==> config.mk <==
export PLATFORM = sky130hd
export DESIGN_NAME = light_sensor_emulator
export DESIGN_NICKNAME = d
export VERILOG_FILES = /design/src/rtl/light_sensor_emulator.sv
export SDC_FILE = /design/constraint.sdc
export NUM_CORES = 1
export LEC_CHECK = 0
export ABC_AREA = 1
export CORE_UTILIZATION = 40
export CTS_CLUSTER_SIZE = 24
export DETAILED_ROUTE_END_ITERATION = 10
export GPL_TIMING_DRIVEN = 0
export PLACE_DENSITY_LB_ADDON = 0.05
export SYNTH_ARGS = -nofsm -noshare
export SYNTH_HDL_FRONTEND = slang
export SYNTH_SLANG_ARGS = --single-unit
==> constraint.sdc <==
create_clock -name clk_10Mhz -period 1.4 [get_ports clk_10Mhz]
set_input_delay 0.35 -clock clk_10Mhz [delete_from_list [all_inputs] [get_ports clk_10Mhz]]
set_output_delay 0.35 -clock clk_10Mhz [all_outputs]
set_load 0.02 [all_outputs]
==> src/rtl/light_sensor_emulator.sv <==
// light_sensor_emulator
//   SPI responder that emulates the ambient-light ADC seen by the light-sensor
//   reader. A programmable DATA_W-bit light value is served on sdata whenever the
//   master pulls cs_n low and toggles sclk. Each frame is LEAD_ZEROS zero bits,
//   then the data MSB first, then zero bits up to FRAME_BITS. Data changes after
//   sclk falling edges and the master samples it on rising edges.
//
// Ports
//   clk_10Mhz    in   10 MHz system clock
//   reset        in   synchronous, active-high reset
//   sample_in    in   light value to serve (DATA_W bits)
//   sample_valid in   1-cycle strobe: load sample_in into the holding register
//   cs_n         in   chip select from master, active low (asynchronous)
//   sclk         in   serial clock from master, idles low (asynchronous)
//   sdata        out  serial data to master
//   sdata_oe     out  1 = sdata driven (top level tri-states when 0)
//   busy         out  1 while a frame is in progress
//   frame_done   out  1-cycle pulse: cs_n rose after a complete frame
//   frame_abort  out  1-cycle pulse: cs_n rose before FRAME_BITS sclk falls
//   frame_count  out  completed-frame counter, wraps 0xFFFF -> 0
module light_sensor_emulator #(
    parameter int LEAD_ZEROS = 4,
    parameter int DATA_W     = 8,
    parameter int FRAME_BITS = 16
) (
    input  logic              clk_10Mhz,
    input  logic              reset,
    input  logic [DATA_W-1:0] sample_in,
    input  logic              sample_valid,
    input  logic              cs_n,
    input  logic              sclk,
    output logic              sdata,
    output logic              sdata_oe,
    output logic              busy,
    output logic              frame_done,
    output logic              frame_abort,
    output logic [15:0]       frame_count
);

    localparam int IDX_W       = $clog2(FRAME_BITS + 1);
    localparam int TRAIL_ZEROS = FRAME_BITS - LEAD_ZEROS - DATA_W;

    typedef enum logic [1:0] {IDLE, SHIFT, HOLD} state_t;

    // Whole frame image: leading zeros fall out of the zero-extension, the
    // shift positions the data ahead of the trailing zeros.
    function automatic logic [FRAME_BITS-1:0] frame_image(input logic [DATA_W-1:0] value);
        return FRAME_BITS'(value) << TRAIL_ZEROS;
    endfunction

    // Input synchronisers: two flops, third flop for edge detection
    logic cs_n_p0, cs_n_p1, cs_n_p2;
    logic sclk_p0, sclk_p1, sclk_p2;

    always_ff @(posedge clk_10Mhz) begin
        if (reset) begin
            cs_n_p0 <= 1'b1;
            cs_n_p1 <= 1'b1;
            cs_n_p2 <= 1'b1;
            sclk_p0 <= 1'b0;
            sclk_p1 <= 1'b0;
            sclk_p2 <= 1'b0;
        end else begin
            cs_n_p0 <= cs_n;
            cs_n_p1 <= cs_n_p0;
            cs_n_p2 <= cs_n_p1;
            sclk_p0 <= sclk;
            sclk_p1 <= sclk_p0;
            sclk_p2 <= sclk_p1;
        end
    end

    logic cs_fall, cs_rise, sclk_fall;
    assign cs_fall   = cs_n_p2 & ~cs_n_p1;
    assign cs_rise   = ~cs_n_p2 & cs_n_p1;
    assign sclk_fall = sclk_p2 & ~sclk_p1;

    // The synchroniser restarts from cs_n=1, so a reset while the pin is low
    // would otherwise look like a fresh falling edge. Frames are only accepted
    // once the synchronised chip select has been seen high after reset.
    logic [1:0] settle_cnt;
    logic       armed;

    always_ff @(posedge clk_10Mhz) begin
        if (reset) begin
            settle_cnt <= 2'd0;
            armed      <= 1'b0;
        end else begin
            if (settle_cnt != 2'd3)
                settle_cnt <= settle_cnt + 2'd1;
            if (settle_cnt == 2'd3 && cs_n_p2)
                armed <= 1'b1;
        end
    end

    // Holding register: accepts a new value at any time; the frame in flight
    // works from its own copy in frame_sr.
    logic [DATA_W-1:0] hold_reg;

    always_ff @(posedge clk_10Mhz) begin
        if (reset)
            hold_reg <= '0;
        else if (sample_valid)
            hold_reg <= sample_in;
    end

    // Frame state machine
    state_t                state_q, state_nxt;
    logic [IDX_W-1:0]      idx_q, idx_nxt;
    logic [FRAME_BITS-1:0] frame_sr, frame_sr_nxt;
    logic                  done_q, done_nxt;
    logic                  abort_q, abort_nxt;
    logic [15:0]           count_q, count_nxt;

    always_ff @(posedge clk_10Mhz) begin
        if (reset) begin
            state_q <= IDLE;
            idx_q   <= '0;
            done_q  <= 1'b0;
            abort_q <= 1'b0;
            count_q <= '0;
        end else begin
            state_q <= state_nxt;
            idx_q   <= idx_nxt;
            done_q  <= done_nxt;
            abort_q <= abort_nxt;
            count_q <= count_nxt;
        end
    end

    // Data shift register needs no reset: sdata is gated by state.
    always_ff @(posedge clk_10Mhz) begin
        frame_sr <= frame_sr_nxt;
    end

    always_comb begin
        state_nxt    = state_q;
        idx_nxt      = idx_q;
        frame_sr_nxt = frame_sr;
        done_nxt     = 1'b0;
        abort_nxt    = 1'b0;
        count_nxt    = count_q;
        case (state_q)
            IDLE: begin
                if (cs_fall && armed) begin
                    frame_sr_nxt = frame_image(hold_reg);
                    idx_nxt      = '0;
                    state_nxt    = SHIFT;
                end
            end
            SHIFT: begin
                // CS rise wins over a simultaneous sclk strobe
                if (cs_rise) begin
                    state_nxt = IDLE;
                    abort_nxt = 1'b1;
                end else if (sclk_fall) begin
                    frame_sr_nxt = frame_sr << 1;
                    if (idx_q == IDX_W'(FRAME_BITS - 1)) begin
                        idx_nxt   = IDX_W'(FRAME_BITS);
                        state_nxt = HOLD;
                    end else begin
                        idx_nxt = idx_q + IDX_W'(1);
                    end
                end
            end
            HOLD: begin
                if (cs_rise) begin
                    state_nxt = IDLE;
                    done_nxt  = 1'b1;
                    count_nxt = count_q + 16'd1;
                end
            end
            default: state_nxt = IDLE;
        endcase
    end

    assign sdata       = (state_q == SHIFT) ? frame_sr[FRAME_BITS-1] : 1'b0;
    assign sdata_oe    = (state_q != IDLE);
    assign busy        = (state_q != IDLE);
    assign frame_done  = done_q;
    assign frame_abort = abort_q;
    assign frame_count = count_q;

endmodule

==> results of run 1 <==
==> metrics by stage <==
stage	area (sq um)	hold slack, ns	setup slack [ns]
finish	2930	0.411	-0.114
global route	2930	0.435	-0.169
CTS	2900	0.413	-0.215
detailed placement	2770	0.403	-0.544
global placement	2770	0.393	-0.512
floorplan	2350	0.388	0.0730
==> layer usage <==
metal  wire [microns]  GRT usage [%]
met4               53           6.67
met3              122           3.72
met2             2210           28.2
met1             2310           19.5
met5                0              0
==> logic make-up (layout without fill, tap and decap cells) <==
| group | Yosys count | after routing | share of synthesized area, % |
|---|---|---|---|
| and+or+nand+nor | 154 | 154 | 30.5 |
| DFF | 54 | 54 | 51.1 |
| buffers and inverters | 45 | 95 | 7.88 |
| AOI/OAI and AO/OA | 39 | 39 | 8.36 |
| adders and majority gates | 4 | 4 | 2.13 |
==> power breakdown <==
part | total (W) | switching (W) | internal (W)
sequential | 0.00165 | 0.0000206 | 0.00163
clock | 0.000834 | 0.000488 | 0.000345
combinational | 0.000173 | 0.0000914 | 0.0000819
==> cell type report <==
class | instances | area, sq um | share of cell area [%]
timing repair buffer | 41 | 328 | 11.2
tap | 72 | 90.1 | 3.08
inverter | 38 | 156 | 5.34
timing repair inverter | 1 | 8.76 | 0.299
multi-input combinational | 197 | 997 | 34.1
clock buffer | 6 | 72.6 | 2.48
clock inverter | 2 | 8.76 | 0.299
sequential | 54 | 1210 | 41.3
buffer | 7 | 55.1 | 1.88
==> repair_timing <==
action                                  CTS  global route
buffers inserted                          2             6
endpoints found under the setup margin   37            48
gates cloned                              1             0
pin swaps                                 4             1
endpoints found under the hold margin     0             0
gates resized for setup                  58            29
==> worst min path at each step <==
stage,cells past startpoint,start,endpoint,slack [ns]
after floorplan,2,sclk_p0,sclk_p1,0.39
after global placement,2,sclk_p0,sclk_p1,0.39
after detailed placement,1,cs_n_p0,cs_n_p1,0.40
after CTS,2,sclk_p0,sclk_p1,0.41
after global routing,1,cs_n_p0,cs_n_p1,0.43
final,2,sclk_p0,sclk_p1,0.41
==> worst reg2reg max path: stages (launching register included) <==
cell and delay (ns):
dfxtp_2 0.35, inv_2 0.05, nor2_4 0.11, buf_4 0.12, buf_4 0.12, nand3_1 0.07, nand2_2 0.13, nand2_4 0.12
inv_6 0.12
==> placed cells by master, fill, tap and decap left out, drive strengths merged <==
| master | count |
|---|---|
| o21ai | 23 |
| nand3 | 12 |
| nor2 | 66 |
| dfxtp | 42 |
| dlygate4sd2 | 4 |
| inv | 38 |
| a21oi | 15 |
| clkinvlp | 1 |
| clkbuf | 19 |
| clkdlybuf4s50 | 12 |
| edfxtp | 12 |
| or2 | 2 |
| buf | 15 |
| clkinv | 2 |
| ha | 4 |
| nand2 | 63 |
| and2 | 1 |
| nand3b | 2 |
| a31oi | 1 |
| nor3 | 5 |
| clkdlybuf4s15 | 4 |
| nand4 | 3 |
==> cells in the mapped netlist <==
| library cell | number | area, sq um |
|---|---|---|
| nand3b_1 | 2 | 15.0 |
| inv_1 | 33 | 124 |
| edfxtp_1 | 12 | 360 |
| nand3_1 | 10 | 50.1 |
| nand2_1 | 56 | 210 |
| clkbuf_1 | 2 | 7.51 |
| nor2_1 | 59 | 221 |
| dfxtp_1 | 42 | 841 |
| buf_4 | 2 | 15.0 |
| o21ai_0 | 22 | 110 |
| o21ai_1 | 1 | 5.00 |
| buf_1 | 1 | 3.75 |
| ha_1 | 4 | 50.1 |
| nor3_2 | 1 | 10.0 |
| nand2_4 | 3 | 33.8 |
| nand4_1 | 3 | 18.8 |
| nand3_2 | 2 | 20.0 |
| buf_6 | 1 | 11.3 |
| or2_2 | 2 | 12.5 |
| nor2_2 | 3 | 18.8 |
| and2_1 | 1 | 6.26 |
| buf_2 | 1 | 5.00 |
| clkinv_1 | 1 | 3.75 |
| nor2_8 | 1 | 20.0 |
| nor3_1 | 4 | 20.0 |
| nand2_2 | 4 | 25.0 |
| inv_2 | 4 | 15.0 |
| a21oi_1 | 15 | 75.1 |
| a31oi_1 | 1 | 6.26 |
| nor2_4 | 3 | 33.8 |
==> insert_results.sql, run 1 <==
INSERT INTO impl_metrics (metric_group, metric, value, unit) VALUES
('pwr', 'leakagePower', '1.29', 'nW'),
('place', 'dp_cells', '401', ''),
('final_layout', 'finalNetCount', '362', ''),
('final_layout', 'fraction_of_layout_cells_with_a_size_suffix_above_1', '20.5', '%'),
('clocking', 'cts_max_path_buffers', '2', ''),
('timing', 'post-route-period-util', '108', '%'),
('worst_setup_path', 'setup.worst_path.class', 'reg -> out', ''),
('die', 'core-area', '5570', 'sq um'),
('logic_synthesis', 'synth-seq-cells', '54', ''),
('logic_synthesis', 'synthesis.area_per_instance', '7.93', 'sq um'),
('detailed_routing', 'routed_wirelength', '4700', 'microns'),
('worst_setup_path', 'startpoint_type_of_the_worst_setup_path', 'flop', ''),
('timing', 'max_freq', '661', 'MHz'),
('run', 'drv.max_cap_violation_count', '0', ''),
('worst_setup_path', 'timing.reg2reg.worst_path_depth', '8', ''),
('timing', 'setup-violations-final', '14', ''),
('worst_hold_path', 'hold_class', 'reg -> reg', ''),
('logic_synthesis', 'seq_area_frac_synth', '51.1', '%'),
('worst_setup_path', 'data_required_time_of_the_worst_path', '1.05', 'ns'),
('place', 'io_buffers', '33', ''),
('logic_synthesis', 'syn-instance-count', '296', ''),
('worst_setup_path', 'crit_buf_inv', '4', ''),
('global_routing', 'antenna_found_initial', '0', ''),
('clocking', 'numCtsBuffers', '5', ''),
('detailed_routing', 'drt_iter0_drc', '70', ''),
('detailed_routing', 'detail_route.wl_per_cell', '11.2', 'microns'),
('detailed_routing', 'route.detailed.drc', '0', ''),
('global_routing', 'via_count_of_the_first_global_routing_pass', '1849', ''),
('clocking', 'ctsRootBufferMaster', 'clkbuf_8', ''),
('final_layout', 'final_core_util', '52.5', '%'),
('worst_setup_path', 'cpMostUsedCell', 'nor2_4', ''),
('timing', 'postLayoutSetupSlackWorst', '-0.114', 'ns'),
('clocking', 'clock_sinks', '54', ''),
('die', 'die_w', '78.6', 'microns'),
('die', 'dieArea', '6180', 'sq um'),
('worst_setup_path', 'worst_path_largest_cell_delay', '0.35', 'ns'),
('worst_setup_path', 'critical_path.endpoint', 'sdata', ''),
('die', 'core.rowCount', '27', ''),
('global_routing', 'grt_first_pass_wirelength', '7880', 'microns'),
('global_routing', 'grt_max_degree', '16', ''),
('worst_setup_path', 'crit_cells', '6', ''),
('logic_synthesis', 'synth_fp_nets', '313', ''),
('logic_synthesis', 'synth_warnings', '0', ''),
('clocking', 'h-tree-depth', '2', ''),
('die', 'start_util', '42.1', '%'),
('worst_setup_path', 'crit-reg2reg-launch', 'state_q[0]', ''),
('clocking', 'ctsHoldBuffers', '0', ''),
('logic_synthesis', 'post_synth_instance_area', '2350', 'sq um'),
('final_layout', 'largest_reg_flops', '16', ''),
('final_layout', 'area_delta_synth_final', '24.6', '%'),
('worst_setup_path', 'timing.critical_path.cells', 'inv_2 -> nor2_4 -> inv_4 -> buf_8 -> nor2_4 -> buf_6', ''),
('clocking', 'clk_pin_slew_worst_paths', '0.09', 'ns'),
('place', 'detailedPlacementHpwl', '3180', 'microns'),
('timing', 'least_margin_pin_slew', '0.490', 'ns'),
('pwr', 'power.density', '908', 'nW/um^2'),
('global_routing', 'global_route.overflow_total', '0', ''),
('worst_setup_path', 'path_max_fanout', '4', ''),
('outcome', 'outcome', 'complete, but fails checks', ''),
('timing', 'final_max_slew_viol_count', '0', ''),
('worst_setup_path', 'critical_path.slowest_cell', 'dfxtp_2', ''),
('final_layout', 'finalNonFillerCells', '418', ''),
('pwr', 'totalPowerFinal', '0.00266', 'W'),
('clocking', 'clock_latency_of_the_later_clocked_register_in_the_worst_skew_pair', '0.30', 'ns'),
('worst_setup_path', 'startpoint', 'state_q[0]', ''),
('outcome', 'violations', 'negative setup slack', ''),
('place', 'routabilityCongestion', '0.782', ''),
('timing', 'worst_slew_margin_relative_to_its_limit', '67.4', '%'),
('die', 'dieHeight', '78.6', 'microns'),
('logic_synthesis', 'ys_types', '30', ''),
('worst_setup_path', 'critPathArrivalTime', '1.16', 'ns'),
('die', 'boundaryPins', '34', '');
Power figures use the tool's default switching activity.
==> run 2: changes to the inputs <==
- CORE_ASPECT_RATIO: unset -> 0.5
==> run 2 against run 1 <==
Net effect:
- the flow still finishes with violations (negative setup slack)
- sequential power hardly changed
- global-route usage is 1.1 points higher
- clock power is 45% higher
- clock-buffer cell count stayed put
- cell count is 0.72% higher
- sequential share of layout area is 2.4 points lower
- power is 14% higher
- critical path type unchanged
- largest cell class unchanged
==> insert_results.sql, run 2 (synthesis gave the netlist of run 1 again) <==
INSERT INTO impl_metrics (metric_group, metric, value, unit) VALUES
('outcome', 'outcome', 'complete, but fails checks', ''),
('outcome', 'violations', 'negative setup slack', ''),
('final_layout', 'final_core_util', '55.9', '%'),
('worst_setup_path', 'setup.worst_path.class', 'reg -> out', ''),
('die', 'dieHeight', '56.2', 'microns'),
('detailed_routing', 'detailed_routing_iteration_count_for_the_pre_antenna_repair_pass', '4', ''),
('clocking', 'tritoncts', 'yes', ''),
('global_routing', 'antenna_found_initial', '0', ''),
('final_layout', 'num_antenna_cells', '0', ''),
('clocking', 'clock_latency_of_the_later_clocked_register_in_the_worst_skew_pair', '0.29', 'ns'),
('die', 'start_util', '42.2', '%'),
('timing', 'clock_skew', '0.00652', 'ns'),
('worst_setup_path', 'startpoint_type_of_the_worst_setup_path', 'flop', ''),
('clocking', 'ctsHoldBuffers', '0', ''),
('place', 'detailedPlacementHpwl', '3300', 'microns'),
('detailed_routing', 'drt_iter0_drc', '62', ''),
('final_layout', 'largest_reg_flops', '16', ''),
('detailed_routing', 'drt-met1-wl', '2520', 'microns'),
('worst_setup_path', 'timing.critical_path.cells', 'inv_2 -> nor2_4 -> inv_2 -> buf_6 -> nor2_4 -> buf_6', ''),
('place', 'dp_cells', '402', ''),
('worst_setup_path', 'path_max_fanout', '9', ''),
('clocking', 'clock_sinks', '54', ''),
('die', 'die_w', '110', 'microns'),
('worst_setup_path', 'crit_buf_inv', '4', ''),
('detailed_routing', 'dr_wl_met3', '171', 'microns'),
('worst_hold_path', 'holdPathStages', '2', ''),
('clocking', 'cts_max_path_buffers', '2', ''),
('detailed_routing', 'detail_route.wl_per_cell', '11.6', 'microns'),
('global_routing', 'grtUsageTotal', '17.4', '%'),
('timing', 'postLayoutSetupSlackWorst', '-0.103', 'ns'),
('final_layout', 'mostFrequentLayoutCells', 'nand2_1 (55), nor2_1 (52), dfxtp_1 (35), inv_1 (29), o21ai_0 (20)', ''),
('timing', 'least_margin_pin_slew', '0.480', 'ns'),
('worst_setup_path', 'timing.reg2reg.worst_path_depth', '7', ''),
('die', 'boundaryPins', '34', ''),
('final_layout', 'fraction_of_layout_cells_with_a_size_suffix_above_1', '23.3', '%'),
('timing', 'hold-worst-slack', '0.404', 'ns'),
('worst_setup_path', 'critical_path.slowest_cell', 'dfxtp_2', ''),
('global_routing', 'grt_first_pass_wirelength', '8310', 'microns'),
('timing', 'max_freq', '665', 'MHz'),
('timing', 'timing.final.hold_violations', '0', ''),
('timing', 'unrepaired_setup_endpoints_after_global_routing', 'yes', ''),
('pwr', 'power.density', '977', 'nW/um^2'),
('place', 'routabilityCongestion', '0.742', ''),
('timing', 'timing.final.crit_period', '1.50', 'ns'),
('global_routing', 'via_count_of_the_first_global_routing_pass', '1846', ''),
('global_routing', 'grt_max_degree', '16', ''),
('detailed_routing', 'routed_wirelength', '4890', 'microns'),
('timing', 'worst_slew_margin_relative_to_its_limit', '68.0', '%'),
('clocking', 'h-tree-depth', '2', ''),
('clocking', 'ctsRootBufferMaster', 'clkbuf_16', ''),
('detailed_routing', 'top_layer_reached_by_signal_wires', 'met4', ''),
('worst_setup_path', 'cp_top_family', 'flip-flops', ''),
('worst_setup_path', 'critPathArrivalTime', '1.15', 'ns'),
('detailed_routing', 'dr_vias_cell', '4.72', ''),
('worst_setup_path', 'crit_path_end_kind', 'output pin', ''),
('detailed_routing', 'route.detailed.drc', '0', ''),
('timing', 'setup-violations-final', '16', ''),
('clocking', 'numCtsBuffers', '5', ''),
('timing', 'final_max_slew_viol_count', '0', ''),
('die', 'dieArea', '6200', 'sq um'),
('detailed_routing', 'detailroute.via_count', '1987', ''),
('pwr', 'leakagePower', '1.37', 'nW'),
('final_layout', 'finalNetCount', '364', ''),
('place', 'io_buffers', '33', ''),
('worst_setup_path', 'worst_path_largest_cell_delay', '0.35', 'ns'),
('run', 'drv.max_cap_violation_count', '0', ''),
('worst_setup_path', 'data_required_time_of_the_worst_path', '1.05', 'ns'),
('pwr', 'vdd_ir_drop_max', '0.000530', 'V'),
('final_layout', 'finalNonFillerCells', '421', ''),
('worst_hold_path', 'hold_class', 'reg -> reg', ''),
('final_layout', 'area_delta_synth_final', '32.4', '%'),
('die', 'core.rowCount', '19', ''),
('clocking', 'clk_pin_slew_worst_paths', '0.07', 'ns'),
('detailed_routing', 'routed_met2_length', '2150', 'microns'),
('timing', 'fin_tns_setup', '-1.37', 'ns'),
('timing', 'post-route-period-util', '107', '%'),
('place', 'dpl_worst_slack', '-0.506', 'ns'),
('final_layout', 'mostFrequentLayoutCell', 'nand2_1', ''),
('die', 'core-area', '5560', 'sq um'),
('global_routing', 'global_route.overflow_total', '0', ''),
('detailed_routing', 'antenna_violating_nets_post_route', '0', ''),
('worst_setup_path', 'crit_cells', '6', '');
run 2: metal layers:
| metal | vias up | GRT usage (%) |
|---|---|---|
| met2 | 26 | 26.3 |
| met5 | - | 0 |
| met4 | 0 | 5.08 |
| li1 | 1036 | - |
| met3 | 7 | 4.80 |
| met1 | 918 | 24.3 |
run 2: stage by stage:
step	power (W)	cell area, sq um
finish	0.00304	3110
global placement	0.00184	2770
detailed placement	0.00185	2770
floorplan	0.00178	2350
CTS	0.00307	2960
global route	0.00317	3110
run 2: worst reg2reg max path: stages, from the launching register on:
cell	delay [ns]
dfxtp_2	0.33
buf_6	0.11
nor2_4	0.10
buf_6	0.11
nand4_1	0.17
nand2_4	0.18
nand2_8	0.11
clkinv_8	0.10
run 2: what timing repair did:
action / CTS / global route
setup buffers: 3 / 6
endpoints found under the hold margin: 0 / 0
setup endpoints to repair: 37 / 51
pin swaps: 4 / 8
gates cloned: 1 / 1
resized for setup: 53 / 52
run 2: final timing paths:
kind | start | endpoint | slack, ns
worst max register to register | state_q[0] | frame_sr[4] | -0.10
worst max-delay path | state_q[0] | sdata | -0.10
worst min register to register | sclk_p0 | sclk_p1 | 0.40
worst min-delay path | sclk_p0 | sclk_p1 | 0.40
run 2: layout make-up:
cell class / instances / area [sq um]
Buffer: 7 / 55.1
Timing Repair Buffer: 42 / 375
Clock inverter: 2 / 8.76
Multi-Input combinational cell: 197 / 1060
Sequential cell: 54 / 1210
Clock buffer: 6 / 129
Timing Repair inverter: 2 / 23.8
Fill cell: 539 / 2450
Tap cell: 73 / 91.3
Inverter: 38 / 159
run 2: power by group:
part / switching, W / internal [W] / leakage [nW]
clock: 0.000550 / 0.000656 / 0.0683
sequential: 0.0000210 / 0.00163 / 0.456
combinational: 0.0000975 / 0.0000843 / 0.842
